`config.mk`:
```
export PLATFORM = sky130hd
export DESIGN_NAME = clocked_signal
export DESIGN_NICKNAME = d
export VERILOG_FILES = /design/src/rtl/clocked_signal.sv
export SDC_FILE = /design/constraint.sdc
export NUM_CORES = 1
export LEC_CHECK = 0
export BUFFER_PORTS_ARGS = -buffer_cell sky130_fd_sc_hd__buf_2
export CORE_MARGIN = 2
export CORE_UTILIZATION = 49
export CTS_BUF_LIST = sky130_fd_sc_hd__clkbuf_8 sky130_fd_sc_hd__clkbuf_16
export DETAILED_ROUTE_END_ITERATION = 8
export GPL_ROUTABILITY_DRIVEN = 0
export HOLD_SLACK_MARGIN = 0.06
export PLACE_DENSITY = 0.82
export RECOVER_POWER = 25
export SYNTH_ARGS = -nofsm -noshare
export SYNTH_HDL_FRONTEND = slang
export SYNTH_SLANG_ARGS = --single-unit
```
`constraint.sdc`:
```
create_clock -name clk -period 1.88 [get_ports clk]
set_clock_uncertainty 0.2 [all_clocks]
set_input_delay 0.282 -clock clk [delete_from_list [all_inputs] [get_ports clk]]
set_output_delay 0.282 -clock clk [all_outputs]
set_load 0.005 [all_outputs]
```
`src/rtl/clocked_signal.sv`:
```
// Free-running raster timing generator: sync, data enable, coordinates, line/frame
// strobes and a completed-frame counter, all registered on the rising clock edge.
module clocked_signal #(
  parameter int H_ACTIVE = 16,
  parameter int H_FP     = 2,
  parameter int H_SYNC   = 4,
  parameter int H_BP     = 2,
  parameter int V_ACTIVE = 12,
  parameter int V_FP     = 1,
  parameter int V_SYNC   = 2,
  parameter int V_BP     = 1,
  parameter bit HS_POL   = 1'b1,
  parameter bit VS_POL   = 1'b1,
  parameter int FC_W     = 16,
  localparam int H_TOTAL = H_ACTIVE + H_FP + H_SYNC + H_BP,
  localparam int V_TOTAL = V_ACTIVE + V_FP + V_SYNC + V_BP,
  localparam int X_W     = $clog2(H_TOTAL),
  localparam int Y_W     = $clog2(V_TOTAL)
) (
  input  logic            clk,
  input  logic            rst,
  output logic            hs,
  output logic            vs,
  output logic            de,
  output logic [X_W-1:0]  x,
  output logic [Y_W-1:0]  y,
  output logic            line_start,
  output logic            frame_start,
  output logic [FC_W-1:0] frame_cnt
);

  localparam int HS_BEGIN = H_ACTIVE + H_FP;
  localparam int HS_END   = H_ACTIVE + H_FP + H_SYNC;
  localparam int VS_BEGIN = V_ACTIVE + V_FP;
  localparam int VS_END   = V_ACTIVE + V_FP + V_SYNC;

  logic [X_W-1:0] h, h_nxt;
  logic [Y_W-1:0] v, v_nxt;
  logic           h_last, v_last, wrap;
  logic           started;
  logic           de_nxt, hs_act_nxt, vs_act_nxt;

  // Comparisons are done at int width so a window end equal to a power of two
  // cannot alias to zero in the narrow counter width.
  assign h_last = (int'(h) == H_TOTAL - 1);
  assign v_last = (int'(v) == V_TOTAL - 1);
  assign wrap   = h_last && v_last;

  // NOTE: outputs are decoded from the *next* position so that, once registered,
  // they line up with the position register in the same cycle.
  always_comb begin
    h_nxt = h_last ? '0 : h + 1'b1;
    v_nxt = v;
    if (h_last) begin
      v_nxt = v_last ? '0 : v + 1'b1;
    end
    de_nxt     = (int'(h_nxt) < H_ACTIVE) && (int'(v_nxt) < V_ACTIVE);
    hs_act_nxt = (int'(h_nxt) >= HS_BEGIN) && (int'(h_nxt) < HS_END);
    vs_act_nxt = (int'(v_nxt) >= VS_BEGIN) && (int'(v_nxt) < VS_END);
  end

  // NOTE: sequential state uses non-blocking assignments so every register
  // samples the pre-edge values of the others.
  always_ff @(posedge clk or negedge rst) begin
    if (!rst) begin
      h           <= X_W'(H_TOTAL - 1);
      v           <= Y_W'(V_TOTAL - 1);
      started     <= 1'b0;
      hs          <= ~HS_POL;
      vs          <= ~VS_POL;
      de          <= 1'b0;
      x           <= '0;
      y           <= '0;
      line_start  <= 1'b0;
      frame_start <= 1'b0;
      frame_cnt   <= '0;
    end else begin
      h           <= h_nxt;
      v           <= v_nxt;
      hs          <= hs_act_nxt ? HS_POL : ~HS_POL;
      vs          <= vs_act_nxt ? VS_POL : ~VS_POL;
      de          <= de_nxt;
      x           <= h_nxt;
      y           <= v_nxt;
      line_start  <= (h_nxt == '0);
      frame_start <= (h_nxt == '0) && (v_nxt == '0);
      // The entry into (0,0) right after reset is not a completed frame.
      if (wrap) begin
        started <= 1'b1;
        if (started) begin
          frame_cnt <= frame_cnt + 1'b1;
        end
      end
    end
  end

endmodule

```
After elaboration in Yosys (flattened, before gate mapping)
Cells that the tools add are included.
{"block": "op_classes", "addsub": 3, "magnitude_cmp": 6, "eq_ne": 2, "mux": 5, "n_reduce_logical": 8}
{"op": "$add 16x1->16 const B", "count": 1}
{"op": "$lt 5x5->1 const B", "count": 2}
{"op": "$lt 4x4->1 const B", "count": 2}
{"op": "$mux 4", "count": 2}
{"op": "$add 5x1->5 const B", "count": 1}
{"op": "$eq 5x5->1 const B", "count": 1}
{"op": "$ge 5x5->1 const B", "count": 1}
{"op": "$logic_and 1x1->1", "count": 5}
{"op": "$logic_not 5->1", "count": 1}
{"op": "$mux 5", "count": 1}
{"op": "$add 4x1->4 const B", "count": 1}
{"op": "$eq 4x1->1 const B", "count": 1}
{"op": "$ge 4x4->1 const B", "count": 1}
{"op": "$logic_not 4->1", "count": 1}
{"op": "$mux 1", "count": 2}
{"op": "$reduce_and 2->1", "count": 1}
{"block": "totals", "ff_bits": 40, "in_bits": 2, "out_inout_bits": 30}

Logic depth before layout (Yosys ltp)
Gate-level depths: netlist (run 1).
{"block": "logic_depth", "depth_word": 6, "ltp_mapped": 6, "mapped_depth_nobuf": 5}

Worst setup path after synthesis (run 1)
No wires, ideal clock.
{"block": "synth_timing", "path_type": "register to register", "startpoint": "reg h[0]", "endpoint": "reg frame_start", "t_arrival_ps": 1653, "required_time_ps": 1584, "setup_slack_ps": -69, "stages_incl_launch_ff": 7, "path_buffers": 1, "period_less_slack_ps": 1949, "cell_sequence": "dfstp_2 -> ha_1 -> nand4b_4 -> buf_6 -> o31ai_2 -> o31ai_1 -> nor4_2"}
{"block": "synth_via", "elab_chain_cells": 4, "elab_cells_between_ends": 7}
{"element": "start, declared", "line": "37", "rtl": "logic [X_W-1:0] h, h_nxt;"}
{"element": "start signal, assigned", "line": "66", "rtl": "h <= X_W'(H_TOTAL - 1);"}
{"element": "start signal, assigned", "line": "78", "rtl": "h <= h_nxt;"}
{"element": "$eq 5x5->1", "line": "45", "rtl": "assign h_last = (int'(h) == H_TOTAL - 1);"}
{"element": "$mux 4", "line": "54", "rtl": "if (h_last) begin"}
{"element": "named net v_nxt[3]", "line": "38", "rtl": "logic [Y_W-1:0] v, v_nxt;"}
{"element": "$logic_not 4->1", "line": "86", "rtl": "frame_start <= (h_nxt == '0) && (v_nxt == '0);"}
{"element": "$logic_and 1x1->1", "line": "86"}
{"element": "end signal, assigned", "line": "86"}
{"element": "end, declared", "line": "28", "rtl": "output logic frame_start,"}
The timed path passes the listed nets, and every way through them passes these cells.
A chain may end at the register's enable or synchronous reset.

Worst setup path after layout (run 1)
{"block": "layout_timing", "startpoint": "reg h[1]", "endpoint": "reg frame_start"}
The elaborated chain is that of the path after synthesis.

==> qor.log, run 1 <==
qor: placement.dpl-instance-area 1990 um2
qor: die.initial_core_util 0.508
qor: worst_setup_path.cp_cell_sequence ha_4 -> nand4b_4 -> buf_12 -> o31ai_4 -> o31ai_4 -> nor4_2
qor: synth.yosys.cell_types.count 36
qor: die.dieArea 3940 um2
qor: final_layout.final_instance_area 2280 um2
qor: worst_setup_path.worst_r2r_startpoint h[1]$_DFF_PN1_
qor: synth.yosysTopAreaCell sky130_fd_sc_hd__dfrtp_1
qor: synth.synth_top_cells_by_count sky130_fd_sc_hd__dfrtp_1, sky130_fd_sc_hd__nand2_1, sky130_fd_sc_hd__xnor2_1
qor: worst_setup_path.cp_data_required_time 1.88 ns
qor: cts.cts_num_sinks 39
qor: worst_setup_path.slowest_stage sky130_fd_sc_hd__dfstp_2
qor: drt.drt_wl_total 3530 um
qor: worst_setup_path.timing.setup.critical_path_class register to register
qor: grt.initial_antenna_violation_count 0
qor: drt.post_drt_wl_per_cell 14.5 um
qor: die.count_of_standard_cell_rows 21
qor: min_path.holdPathStages 1
qor: drt.route.antenna.remaining_nets 0
qor: timing.setup_repair_after_global_routing_missed_its_margin yes
qor: synth.synth.top_cell.area_share 0.458
qor: worst_setup_path.worstPathMaxFanout 6
qor: min_path.min_path_type register to register
qor: run.cap_viol_max_count 0
qor: timing.achievable-frequency 522 MHz
qor: synth.netlist_instances 141
qor: power_and_ir_drop.power_density 600 nW/um2
qor: grt.wire_length_of_the_first_global_routing_pass 5510 um
qor: drt.detail_route.drc_violations 0
qor: min_path.min-delay-start frame_cnt[15]$_DFFE_PN0P_
qor: grt.via_count_of_the_first_global_routing_pass 1178
qor: worst_setup_path.worst_setup_path_start_kind register
qor: synth.synth.avg_cell_area 12.0 um2
qor: timing.period_needed 1.92 ns
qor: cts.clk-insertion-delay-late 0.29 ns
qor: cts.cts_inserted_buffers 5
qor: synth.share_of_synthesized_area_spent_on_multiplexers 0.00591
qor: synth.synth_seq_area_share 0.582
qor: run_status.outcome finished with violations
qor: final_layout.finish.net_count 201
qor: placement.hpwl 2200 um
qor: worst_setup_path.rr_endpoint frame_start$_DFF_PN0_
qor: worst_setup_path.timing.critical_path.max_delay_family flip-flops
qor: synth.area_fraction_in_compound_gates_after_synthesis 0.0598
qor: cts.clk_root_buffer_cell sky130_fd_sc_hd__clkbuf_8
qor: final_layout.post_route_cells_drive_above_1_share 0.437
qor: synth.synth_nets 146
qor: cts.cts.clk_slew.worst_paths 0.07 ns
qor: power_and_ir_drop.irDropWorstVdd 556 uV
qor: drt.dr.first_iter.drc_count 44
qor: synth.ys_async_sr_fraction 1.00
qor: synth.share_of_synthesized_cell_area_in_full_adder_half_adder_and_majority_cells 0.0222
qor: synth.synth-warning-count 0
qor: timing.hold-worst-slack 0.275 ns
qor: synth.synth_area 1690 um2
qor: cts.cts_tree yes
qor: power_and_ir_drop.power.total 1.37 mW
qor: timing.setup_slack -0.0355 ns
qor: worst_setup_path.cpMostUsedCell sky130_fd_sc_hd__o31ai_4
qor: die.die_width 62.8 um
qor: synth.synth.ff_latch_count 39
qor: synth.synth_top_family_by_area simple AND/OR/NAND/NOR gates
qor: die.io_pins 32
qor: synth.synth_ff_type sky130_fd_sc_hd__dfrtp_1
qor: synth.synth_edf_count 0
qor: timing.setup_violating_endpoint_count_in_the_final_report 5
qor: die.die_height 62.8 um
qor: die.design.core.area 3340 um2
qor: synth.yosysMostFrequentCell sky130_fd_sc_hd__dfrtp_1
qor: final_layout.antenna-diode-count 0
qor: drt.avgViaCountPerCell 5.15
qor: synth.synth_simple_gate_area_frac 0.207
qor: worst_setup_path.timing.reg2reg.setup_slack -0.04 ns
qor: timing.finalMaxSlewViolations 0
qor: grt.grt_start_max_net_pins 40
qor: grt.globalRouteOverflowTotal 0
qor: drt.detailroute.via_count 1252
qor: worst_setup_path.critical_path.endpoint_type register
qor: cts.cts_htree_levels 2
qor: worst_setup_path.cp_slowest_stage_delay 0.57 ns
qor: power_and_ir_drop.p_leak 1.21 nW
qor: run_status.violations_in_the_final_reports negative setup slack
qor: drt.detail_route.first_pass.iterations 4
qor: synth.netlist_top_cells_area sky130_fd_sc_hd__dfrtp_1, sky130_fd_sc_hd__dfstp_2, sky130_fd_sc_hd__xnor2_1
qor: timing.timing.slew.headroom 0.687
qor: final_layout.flow.area_growth_from_synthesis 34.6%
qor: timing.hold_violations 0
qor: worst_setup_path.worstPathArrival 1.91 ns
qor: worst_setup_path.logic_depth_of_the_worst_setup_path_including_buffers 6
qor: grt.grt_use_total 0.182
qor: worst_setup_path.worst-r2r-cell-count 6
qor: min_path.whs_endpoint frame_cnt[15]$_DFFE_PN0P_
qor: placement.port_bufs 31
qor: worst_setup_path.worst-path-buf-inv 1
qor: cts.cts-root-to-sink-buffers 2
qor: synth.post_synthesis_xor_xnor_area_fraction 0.0982
qor: timing.final.period_utilization 1.02
qor: timing.finalSetupTns -0.0501 ns
qor: timing.timing_worst_slew_pin_value 0.470 ns
qor: placement.pre_cts_slack -0.0532 ns
## placed cells by master, fill, tap and decap left out, types with 2 or more instances in the layout
cell | netlist | final
sky130_fd_sc_hd__nor4_4 | 1 | 2
sky130_fd_sc_hd__xor2_1 | 9 | 9
sky130_fd_sc_hd__a21oi_1 | 4 | 4
sky130_fd_sc_hd__nor3_1 | 3 | 2
sky130_fd_sc_hd__nand2_1 | 16 | 14
sky130_fd_sc_hd__buf_12 | 0 | 2
sky130_fd_sc_hd__and4_1 | 2 | 2
sky130_fd_sc_hd__inv_1 | 5 | 8
sky130_fd_sc_hd__dfstp_2 | 8 | 8
sky130_fd_sc_hd__o31ai_4 | 0 | 2
sky130_fd_sc_hd__o21ai_1 | 0 | 2
sky130_fd_sc_hd__buf_2 | 1 | 31
sky130_fd_sc_hd__dfrtp_1 | 31 | 31
sky130_fd_sc_hd__buf_4 | 1 | 15
sky130_fd_sc_hd__ha_4 | 0 | 2
sky130_fd_sc_hd__nand3_1 | 8 | 8
sky130_fd_sc_hd__xnor2_1 | 10 | 9
sky130_fd_sc_hd__nand3b_1 | 2 | 2
sky130_fd_sc_hd__nand2_2 | 0 | 2
sky130_fd_sc_hd__nand4_4 | 0 | 2
sky130_fd_sc_hd__clkbuf_8 | 0 | 5
sky130_fd_sc_hd__nor2_1 | 9 | 7
sky130_fd_sc_hd__nand4_1 | 4 | 4
## cells by family after synthesis
logic type,after synthesis
buffers and inverters,8
adder cells (fa/ha/maj),3
multiplexers,1
XOR/XNOR,19
AO/OA/AOI/OAI,14
flip-flops,39
AND/OR/NAND/NOR,57
## registers in the layout, summed over array words and instances, names as in the netlist, 4 cells and up
signal / cells
h: 5
v: 4
y: 4
frame_cnt: 16
x: 4
## cell type report
class	instances	area (um2)
inverters	5	18.8
clock buffers	5	68.8
flip-flops and latches	39	986
fillers	236	1060
multi-input cells	94	781
clock inverters	3	11.3
repair buffers	51	357
well taps	46	57.6
## through the flow
stage,std cells,utilization
4_1_cts,238,0.648
3_3_place_gp,226,0.597
6_report,243,0.683
2_1_floorplan,141,-
5_1_grt,243,0.683
3_5_place_dp,226,0.597
## worst reg2reg max path, cell delays in order (launching register included)
cell,delay [ns]
sky130_fd_sc_hd__dfstp_2,0.57
sky130_fd_sc_hd__ha_4,0.16
sky130_fd_sc_hd__nand4b_4,0.15
sky130_fd_sc_hd__buf_12,0.18
sky130_fd_sc_hd__o31ai_4,0.21
sky130_fd_sc_hd__o31ai_4,0.12
sky130_fd_sc_hd__nor4_2,0.24
## worst max-delay path by stage
stage / from / to / slack (ns)
3_3_place_gp: h[1]$_DFF_PN1_ / frame_cnt[15]$_DFFE_PN0P_ / -0.02
3_5_place_dp: h[1]$_DFF_PN1_ / frame_cnt[11]$_DFFE_PN0P_ / -0.05
5_1_grt: h[1]$_DFF_PN1_ / frame_start$_DFF_PN0_ / -0.11
2_1_floorplan: h[0]$_DFF_PN1_ / frame_start$_DFF_PN0_ / 0.01
6_report: h[1]$_DFF_PN1_ / frame_start$_DFF_PN0_ / -0.04
4_1_cts: h[1]$_DFF_PN1_ / frame_cnt[11]$_DFFE_PN0P_ / -0.03
## layer usage
layer,share of wire,global-route usage
met1,0.43,0.221
met2,0.51,0.292
met3,0.045,0.0559
met4,0.017,0.0972
met5,0,0
## power breakdown
part / switching, mW / internal (mW)
combinational: 0.0153 / 0.00345
sequential: 0 / 0.840
clock: 0.262 / 0.247
## what timing repair did
action                                  CTS  global route
pin swaps                                 4             5
gates resized for setup                   6            18
gates cloned                              1             0
endpoints found under the setup margin   11            19
hold endpoints to repair                 31             0
hold buffers                              1             0
setup buffers                             2             5
(Power assumes the default switching activity.)
==> run 2, diff against run 1 <==
Settings changed: ABC_AREA set to 1, PLACE_DENSITY 0.82 to 0.81.
==> run 2 against run 1 <==
Net effect:
- the run now ends clean
- synthesized cell count rose by 46%
- clock power rose by 3.9%
- combinational power rose by 18%
- largest cell class unchanged
==> qor.log, run 2 <==
qor: timing.setup_violating_endpoint_count_in_the_final_report 0 [-5]
qor: worst_setup_path.cp_data_required_time 1.89 ns [about the same]
qor: final_layout.layout_top_registers frame_cnt (16), h (5)
qor: die.design.core.area 3420 um2 [+2.4%]
qor: timing.period_needed 1.77 ns [-0.141 ns]
qor: run.cap_viol_max_count 0 [unchanged]
qor: final_layout.finish.net_count 253 [+26%]
qor: drt.avgViaCountPerCell 4.74 [-8.0%]
qor: worst_setup_path.critical_path.endpoint_type register
qor: drt.route.antenna.remaining_nets 0 [unchanged]
qor: synth.yosysTopAreaCell sky130_fd_sc_hd__dfrtp_1
qor: worst_setup_path.worstPathArrival 1.78 ns [-0.13 ns]
qor: worst_setup_path.worst_setup_path_start_kind register
qor: grt.wire_length_of_the_first_global_routing_pass 6050 um [+9.9%]
qor: worst_setup_path.worstPathMaxFanout 5 [-1]
qor: synth.synth_seq_area_share 0.551 [-0.0309]
qor: worst_setup_path.timing.reg2reg.setup_slack 0.11 ns [+0.14 ns]
qor: final_layout.layout.cells.most_common sky130_fd_sc_hd__nand2_1
qor: power_and_ir_drop.power_density 648 nW/um2 [+8.1%]
qor: cts.cts.clk_slew.worst_paths 0.07 ns [about the same]
qor: grt.via_count_of_the_first_global_routing_pass 1381 [+17%]
qor: worst_setup_path.timing.critical_path.max_delay_family flip-flops
qor: power_and_ir_drop.share_clk_of_total_power 0.380 [+0.008]
qor: worst_setup_path.worst-r2r-cell-count 7 [+1]
qor: power_and_ir_drop.irDropWorstVdd 414 uV [-26%]
qor: timing.finalSetupTns 0 ns [+0.0501 ns]
qor: drt.detail_route.drc_violations 0 [unchanged]
qor: worst_setup_path.slowest_stage sky130_fd_sc_hd__dfstp_2
qor: drt.detailroute.via_count 1398 [+12%]
qor: synth.synth.ff_latch_count 39 [unchanged]
qor: grt.grt_start_max_net_pins 23 [-43%]
qor: drt.drt_wl_total 3370 um [-4.5%]
qor: final_layout.antenna-diode-count 0 [unchanged]
qor: die.io_pins 32 [unchanged]
qor: placement.dpl-instance-area 2020 um2 [+1.6%]
qor: synth.synth_edf_count 0 [unchanged]
qor: power_and_ir_drop.p_leak 1.16 nW [-3.6%]
qor: synth.netlist_instances 206 [+46%]
qor: worst_setup_path.cp_cell_sequence ha_1 -> nand3_1 -> inv_1 -> nand3_4 -> buf_4 -> nor2_2 -> xor2_1
qor: run_status.outcome finished clean
qor: cts.clk-insertion-delay-late 0.28 ns [about the same]
qor: die.dieArea 4150 um2 [+5.2%]
qor: cts.cts_inserted_buffers 5 [unchanged]
qor: synth.synth-warning-count 0 [unchanged]
qor: timing.hold-worst-slack 0.323 ns [+0.0476 ns]
qor: worst_setup_path.cp_slowest_stage_delay 0.55 ns [-0.02 ns]
qor: grt.globalRouteOverflowTotal 0 [unchanged]
qor: timing.setup_repair_after_global_routing_missed_its_margin no
qor: min_path.holdPathStages 1 [unchanged]
qor: grt.initial_antenna_violation_count 0 [unchanged]
qor: synth.synth_top_cells_by_count sky130_fd_sc_hd__nand2_1, sky130_fd_sc_hd__dfrtp_1, sky130_fd_sc_hd__nor2_1
qor: synth.yosys.cell_types.count 18 [-50%]
qor: power_and_ir_drop.switching_power 0.291 mW [+5.0%]
qor: power_and_ir_drop.power.total 1.39 mW [+1.7%]
qor: cts.cts-root-to-sink-buffers 2 [unchanged]
qor: final_layout.flow.area_growth_from_synthesis 19.9%
qor: synth.ys_async_sr_fraction 1.00 [unchanged]
qor: synth.synth_area 1790 um2 [+5.6%]
qor: min_path.min_path_type register to register
qor: die.die_width 64.4 um [+2.6%]
qor: power_and_ir_drop.sw_frac_of_total 0.209 [+0.00659]
qor: drt.post_drt_wl_per_cell 11.4 um [-21%]
qor: worst_setup_path.worst_r2r_startpoint v[1]$_DFF_PN1_
qor: synth.synth.avg_cell_area 8.69 um2 [-28%]
qor: final_layout.largest_register_ff_count 16 [unchanged]
qor: worst_setup_path.logic_depth_of_the_worst_setup_path_including_buffers 7 [+1]
qor: worst_setup_path.rr_endpoint frame_cnt[8]$_DFFE_PN0P_
qor: timing.hold_violations 0 [unchanged]
qor: timing.timing_worst_slew_pin_value 0.938 ns [+0.468 ns]
qor: die.initial_core_util 0.524 [+0.0161]
qor: synth.netlist_top_cells_area sky130_fd_sc_hd__dfrtp_1, sky130_fd_sc_hd__nand2_1, sky130_fd_sc_hd__dfstp_2
qor: power_and_ir_drop.p_comb_frac 0.016 [+0.002]
qor: power_and_ir_drop.power.internal 1.10 mW [+0.81%]
qor: die.count_of_standard_cell_rows 21 [unchanged]
qor: timing.achievable-frequency 564 MHz [+7.9%]
qor: placement.port_bufs 31 [unchanged]
qor: cts.cts_num_sinks 39 [unchanged]
qor: final_layout.register_with_the_most_flip_flops frame_cnt
qor: cts.cts_tree yes
qor: timing.timing.slew.headroom 0.374 [-0.312]
qor: die.die_height 64.4 um [+2.6%]
qor: worst_setup_path.worst-path-buf-inv 2 [+1]
qor: grt.grt_use_total 0.190 [+0.00766]
qor: synth.yosysMostFrequentCell sky130_fd_sc_hd__nand2_1
qor: power_and_ir_drop.seq_power_share 0.604 [-0.010]
qor: drt.detail_route.first_pass.iterations 4 [unchanged]
qor: worst_setup_path.critical_path.startpoint v[1]$_DFF_PN1_
qor: timing.finalMaxSlewViolations 0 [unchanged]
qor: worst_setup_path.timing.setup.critical_path_class register to register
qor: placement.hpwl 2490 um [+13%]
qor: drt.dr.first_iter.drc_count 86 [+95%]
qor: cts.cts_htree_levels 2 [unchanged]
qor: final_layout.final_instance_area 2140 um2 [-5.9%]
qor: final_layout.final.fill_count 289 [+22%]
qor: final_layout.layout_common_cells sky130_fd_sc_hd__nand2_1, sky130_fd_sc_hd__dfrtp_1, sky130_fd_sc_hd__buf_2, sky130_fd_sc_hd__nor2_1, sky130_fd_sc_hd__inv_1
qor: synth.synth.top_cell.area_share 0.434 [-0.0243]
qor: worst_setup_path.endpoint frame_cnt[8]$_DFFE_PN0P_
qor: final_layout.post_route_cells_drive_above_1_share 0.245 [-0.192]
qor: synth.synth_nets 211 [+45%]
qor: synth.synth_ff_type sky130_fd_sc_hd__dfrtp_1
qor: cts.clk_root_buffer_cell sky130_fd_sc_hd__clkbuf_8
qor: timing.final.period_utilization 0.944 [-0.0750]
## run 2: cell count changes after synthesis, moves of 4 or more
cell and delta:
sky130_fd_sc_hd__a21oi_1 -4, sky130_fd_sc_hd__o21ai_0 +4, sky130_fd_sc_hd__xnor2_1 -4, sky130_fd_sc_hd__nor2_1 +17, sky130_fd_sc_hd__nand3_1 +5, sky130_fd_sc_hd__inv_1 +20
sky130_fd_sc_hd__nand2_1 +51
## run 2: cells by family (layout without fill, tap and decap cells)
kind of cell               Yosys count  in the layout  synth area share
AOI/OAI and AO/OA                    7              7            0.0196
xor gates and xnor gates            12             12            0.0587
adders and majority gates            3              3            0.0210
buffers and inverters               29             72            0.0713
DFF                                 39             39             0.551
and+or+nand+nor                    116            116             0.278
## run 2: final cells by class
| class | count | area (um2) | area share |
|---|---|---|---|
| tap | 46 | 57.6 | 0.0268 |
| clock buffer | 5 | 68.8 | 0.0321 |
| multi-input combinational | 138 | 691 | 0.322 |
| sequential | 39 | 986 | 0.460 |
| inverter | 26 | 100 | 0.0467 |
| clock inverter | 3 | 16.3 | 0.00758 |
| timing repair buffer | 38 | 225 | 0.105 |
## run 2: worst min path at each step
stage / start / endpoint / slack (ns)
after floorplan: rst / de$_DFF_PN0_ / -0.21
after global placement: rst / y[0]$_DFF_PN0_ / 0.02
after detailed placement: rst / y[1]$_DFF_PN0_ / 0.02
after CTS: rst / y[0]$_DFF_PN0_ / 0.24
after global routing: frame_cnt[0]$_DFFE_PN0P_ / frame_cnt[0]$_DFFE_PN0P_ / 0.35
final: frame_cnt[4]$_DFFE_PN0P_ / frame_cnt[4]$_DFFE_PN0P_ / 0.32
## run 2: through the flow
stage	setup slack (ns)	instances	utilization
2_1_floorplan	0.112	206	-
3_3_place_gp	0.0205	285	0.592
3_5_place_dp	0.0199	285	0.592
4_1_cts	0.00236	294	0.620
5_1_grt	0.0117	295	0.628
6_report	0.106	295	0.628
## run 2: layer usage
layer | up-vias | global-route usage | share of wire
li1 | 714 | - | -
met1 | 646 | 0.257 | 0.48
met2 | 32 | 0.285 | 0.47
met3 | 6 | 0.0590 | 0.042
met4 | 0 | 0.0771 | 0.014
met5 | - | 0 | 0
## run 2: power by group through the flow
stage | clock (mW) | sequential (mW) | combinational [mW]
floorplan | 0 | 0.855 | 0.000000440
global placement | 0 | 0.855 | 0.0218
detailed placement | 0 | 0.855 | 0.0218
CTS | 0.546 | 0.839 | 0.0235
global route | 0.586 | 0.839 | 0.0263
finish | 0.528 | 0.840 | 0.0222
## run 2: what timing repair did
action / CTS / global route
endpoints found under the setup margin: 0 / 10
endpoints found under the hold margin: 35 / 0
hold buffers: 1 / 0
buffers inserted: 0 / 1
resized for setup: 0 / 6
==> run 3, diff against run 2 <==
Settings changed: CORE_UTILIZATION 49 to 52, CTS_BUF_LIST sky130_fd_sc_hd__clkbuf_8 sky130_fd_sc_hd__clkbuf_16 to sky130_fd_sc_hd__clkbuf_4 sky130_fd_sc_hd__clkbuf_8, PLACE_DENSITY 0.81 to 0.85.
==> run 3 against run 2 <==
Net effect:
- flip-flop and latch count is the same
- clock power is 13% lower
- final cell count up 1.0%
- first-iteration DRC count is 16% lower
- total power fell by 5.4%
- global-route usage increased by 0.45 points
- register-to-register slack barely moved
- sequential power about the same
- hold slack got worse by 0.0091 ns
- utilization grew 2.3 points
- routed wire length rose by 0.27%
- critical endpoint is now frame_cnt[2]$_DFFE_PN0P_
==> qor.log, run 3 (synthesis gave the netlist of run 2 again) <==
qor: run_status.outcome finished clean
qor: die.dieArea 3930 um2 [-5.4%]
qor: die.io_pins 32 [unchanged]
qor: power_and_ir_drop.power.internal 1.03 mW [-6.6%]
qor: drt.dr.first_iter.drc_count 72 [-16%]
qor: power_and_ir_drop.sw_frac_of_total 0.220 [+0.0103]
qor: drt.detail_route.drc_violations 0 [unchanged]
qor: drt.avgViaCountPerCell 4.85 [+2.3%]
qor: die.die_height 62.7 um [-2.7%]
qor: cts.clk_root_buffer_cell sky130_fd_sc_hd__clkbuf_4
qor: cts.cts-root-to-sink-buffers 2 [unchanged]
qor: final_layout.layout_common_cells sky130_fd_sc_hd__nand2_1, sky130_fd_sc_hd__dfrtp_1, sky130_fd_sc_hd__buf_2, sky130_fd_sc_hd__nor2_1, sky130_fd_sc_hd__inv_1
qor: worst_setup_path.worst_setup_path_start_kind register
qor: drt.route.antenna.remaining_nets 0 [unchanged]
qor: worst_setup_path.worstPathArrival 1.85 ns [+0.07 ns]
qor: worst_setup_path.cp_cell_sequence ha_1 -> nand3_2 -> inv_2 -> nand3_4 -> buf_4 -> nor2_1 -> xor2_1
qor: grt.grt_start_max_net_pins 40 [+74%]
qor: timing.finalMaxSlewViolations 0 [unchanged]
qor: final_layout.antenna-diode-count 0 [unchanged]
qor: die.initial_core_util 0.540 [+0.0166]
qor: placement.dpl-instance-area 2010 um2 [-0.62%]
qor: placement.hpwl 2430 um [-2.3%]
qor: final_layout.final_instance_area 2150 um2 [+0.41%]
qor: timing.period_needed 1.78 ns [+0.00312 ns]
qor: power_and_ir_drop.power_density 611 nW/um2 [-5.7%]
qor: timing.final.period_utilization 0.946 [+0.00166]
qor: die.count_of_standard_cell_rows 21 [unchanged]
qor: final_layout.multiInputGateArea 704 um2 [+2.0%]
qor: worst_setup_path.critical_path.endpoint_type register
qor: timing.achievable-frequency 563 MHz [-0.18%]
qor: cts.clk-insertion-delay-late 0.35 ns [+0.07 ns]
qor: cts.cts.clk_slew.worst_paths 0.12 ns [+0.05 ns]
qor: placement.port_bufs 31 [unchanged]
qor: power_and_ir_drop.p_comb_frac 0.013 [-0.003]
qor: worst_setup_path.slowest_stage sky130_fd_sc_hd__dfstp_2
qor: final_layout.register_with_the_most_flip_flops frame_cnt
qor: final_layout.seq_area 986 um2 [unchanged]
qor: final_layout.flow.area_growth_from_synthesis 20.3%
qor: cts.cts_num_sinks 39 [unchanged]
qor: worst_setup_path.cp_data_required_time 1.95 ns [+0.06 ns]
qor: final_layout.post_route_cells_drive_above_1_share 0.274 [+0.0288]
qor: die.die_width 62.7 um [-2.7%]
qor: power_and_ir_drop.switching_power 0.289 mW [-0.70%]
qor: drt.detailroute.via_count 1445 [+3.4%]
qor: grt.grt_use_total 0.194 [+0.00445]
qor: timing.hold_violations 0 [unchanged]
qor: drt.detail_route.first_pass.iterations 4 [unchanged]
qor: power_and_ir_drop.p_leak 1.19 nW [+1.8%]
qor: final_layout.layout.core_utilization 0.650 [+0.0226]
qor: power_and_ir_drop.irDropWorstVdd 562 uV [+36%]
qor: timing.setup_violating_endpoint_count_in_the_final_report 0 [unchanged]
qor: placement.cell_count_after_placement 285 [unchanged]
qor: grt.wire_length_of_the_first_global_routing_pass 6040 um [-0.23%]
qor: power_and_ir_drop.power.total 1.32 mW [-5.4%]
qor: run.cap_viol_max_count 0 [unchanged]
qor: final_layout.finish.net_count 256 [+1.2%]
qor: worst_setup_path.timing.setup.critical_path_class register to register
qor: grt.globalRouteOverflowTotal 0 [unchanged]
qor: drt.post_drt_wl_per_cell 11.3 um [-0.74%]
qor: worst_setup_path.cp_slowest_stage_delay 0.56 ns [about the same]
qor: final_layout.layout_top_registers frame_cnt (16), h (5)
qor: die.design.core.area 3310 um2 [-3.1%]
qor: cts.cts_htree_levels 2 [unchanged]
qor: power_and_ir_drop.share_clk_of_total_power 0.348 [-0.032]
qor: min_path.min_path_type register to register
qor: drt.drt_wl_total 3380 um [+0.27%]
qor: final_layout.largest_register_ff_count 16 [unchanged]
qor: grt.via_count_of_the_first_global_routing_pass 1435 [+3.9%]
qor: power_and_ir_drop.seq_power_share 0.638 [+0.034]
qor: timing.finalSetupTns 0 ns [unchanged]
qor: grt.initial_antenna_violation_count 0 [unchanged]
qor: final_layout.final_cells 298 [+1.0%]
qor: timing.timing.slew.headroom 0.406 [+0.0321]
qor: final_layout.layout.cells.most_common sky130_fd_sc_hd__nand2_1
qor: cts.cts_inserted_buffers 5 [unchanged]
qor: timing.timing_worst_slew_pin_value 0.890 ns [-0.0482 ns]
qor: final_layout.final.fill_count 296 [+2.4%]
qor: worst_setup_path.worstPathMaxFanout 6 [+1]
qor: cts.cts_tree yes
==> run 3: worst max-delay path, delay by kind of cell, from the launching register on <==
kind	cells	cell delay, ns
simple gates	3	0.33
flops	1	0.56
fa+ha+maj	1	0.22
buf+inv	2	0.26
xor+xnor	1	0.15
==> run 3: cell type report <==
| type | count | share of cell area |
|---|---|---|
| Tap cell | 46 | 0.0267 |
| Timing Repair Buffer | 41 | 0.110 |
| Multi-Input combinational cell | 138 | 0.327 |
| Sequential cell | 39 | 0.458 |
| Clock inverter | 2 | 0.00755 |
| Inverter | 26 | 0.0465 |
| Clock buffer | 6 | 0.0238 |
==> run 3: path summary, 6_finish.rpt <==
check / startpoint / end / slack [ns] / depth (start not counted)
worst max-delay path: v[1]$_DFF_PN1_ / frame_cnt[2]$_DFFE_PN0P_ / 0.10 / 7
worst max register to register: v[1]$_DFF_PN1_ / frame_cnt[2]$_DFFE_PN0P_ / 0.10 / 7
max in group asynchronous: rst / frame_cnt[10]$_DFFE_PN0P_ / 0.47 / 3
worst min-delay path: frame_cnt[6]$_DFFE_PN0P_ / frame_cnt[6]$_DFFE_PN0P_ / 0.31 / 1
worst min register to register: frame_cnt[6]$_DFFE_PN0P_ / frame_cnt[6]$_DFFE_PN0P_ / 0.31 / 1
min in group asynchronous: rst / frame_cnt[4]$_DFFE_PN0P_ / 0.46 / 3
==> run 3: layer usage <==
layer,share of wire,global-route usage
met2,0.47,0.305
met3,0.036,0.0541
met1,0.46,0.252
met4,0.025,0.0889
met5,0,0
==> run 3: what timing repair did <==
item	in CTS	in global routing
setup buffers	0	4
endpoints found under the setup margin	0	13
hold buffers	1	0
endpoints found under the hold margin	31	0
gates resized for setup	0	12
==> run 3: through the flow <==
step / worst slack, ns / hold slack [ns]
after floorplan: 0.112 / -0.214
after global placement: 0.0905 / 0.148
after detailed placement: 0.0482 / 0.150
after CTS: 0.0208 / 0.297
after global routing: -0.0116 / 0.348
final: 0.102 / 0.314
==> run 3: power groups by stage <==
stage | logic [mW] | registers, mW | clock network, mW
after floorplan | 0.000000440 | 0.855 | 0
after global placement | 0.0181 | 0.855 | 0
after detailed placement | 0.0182 | 0.855 | 0
after CTS | 0.0197 | 0.840 | 0.474
after global routing | 0.0217 | 0.840 | 0.510
final | 0.0177 | 0.840 | 0.458
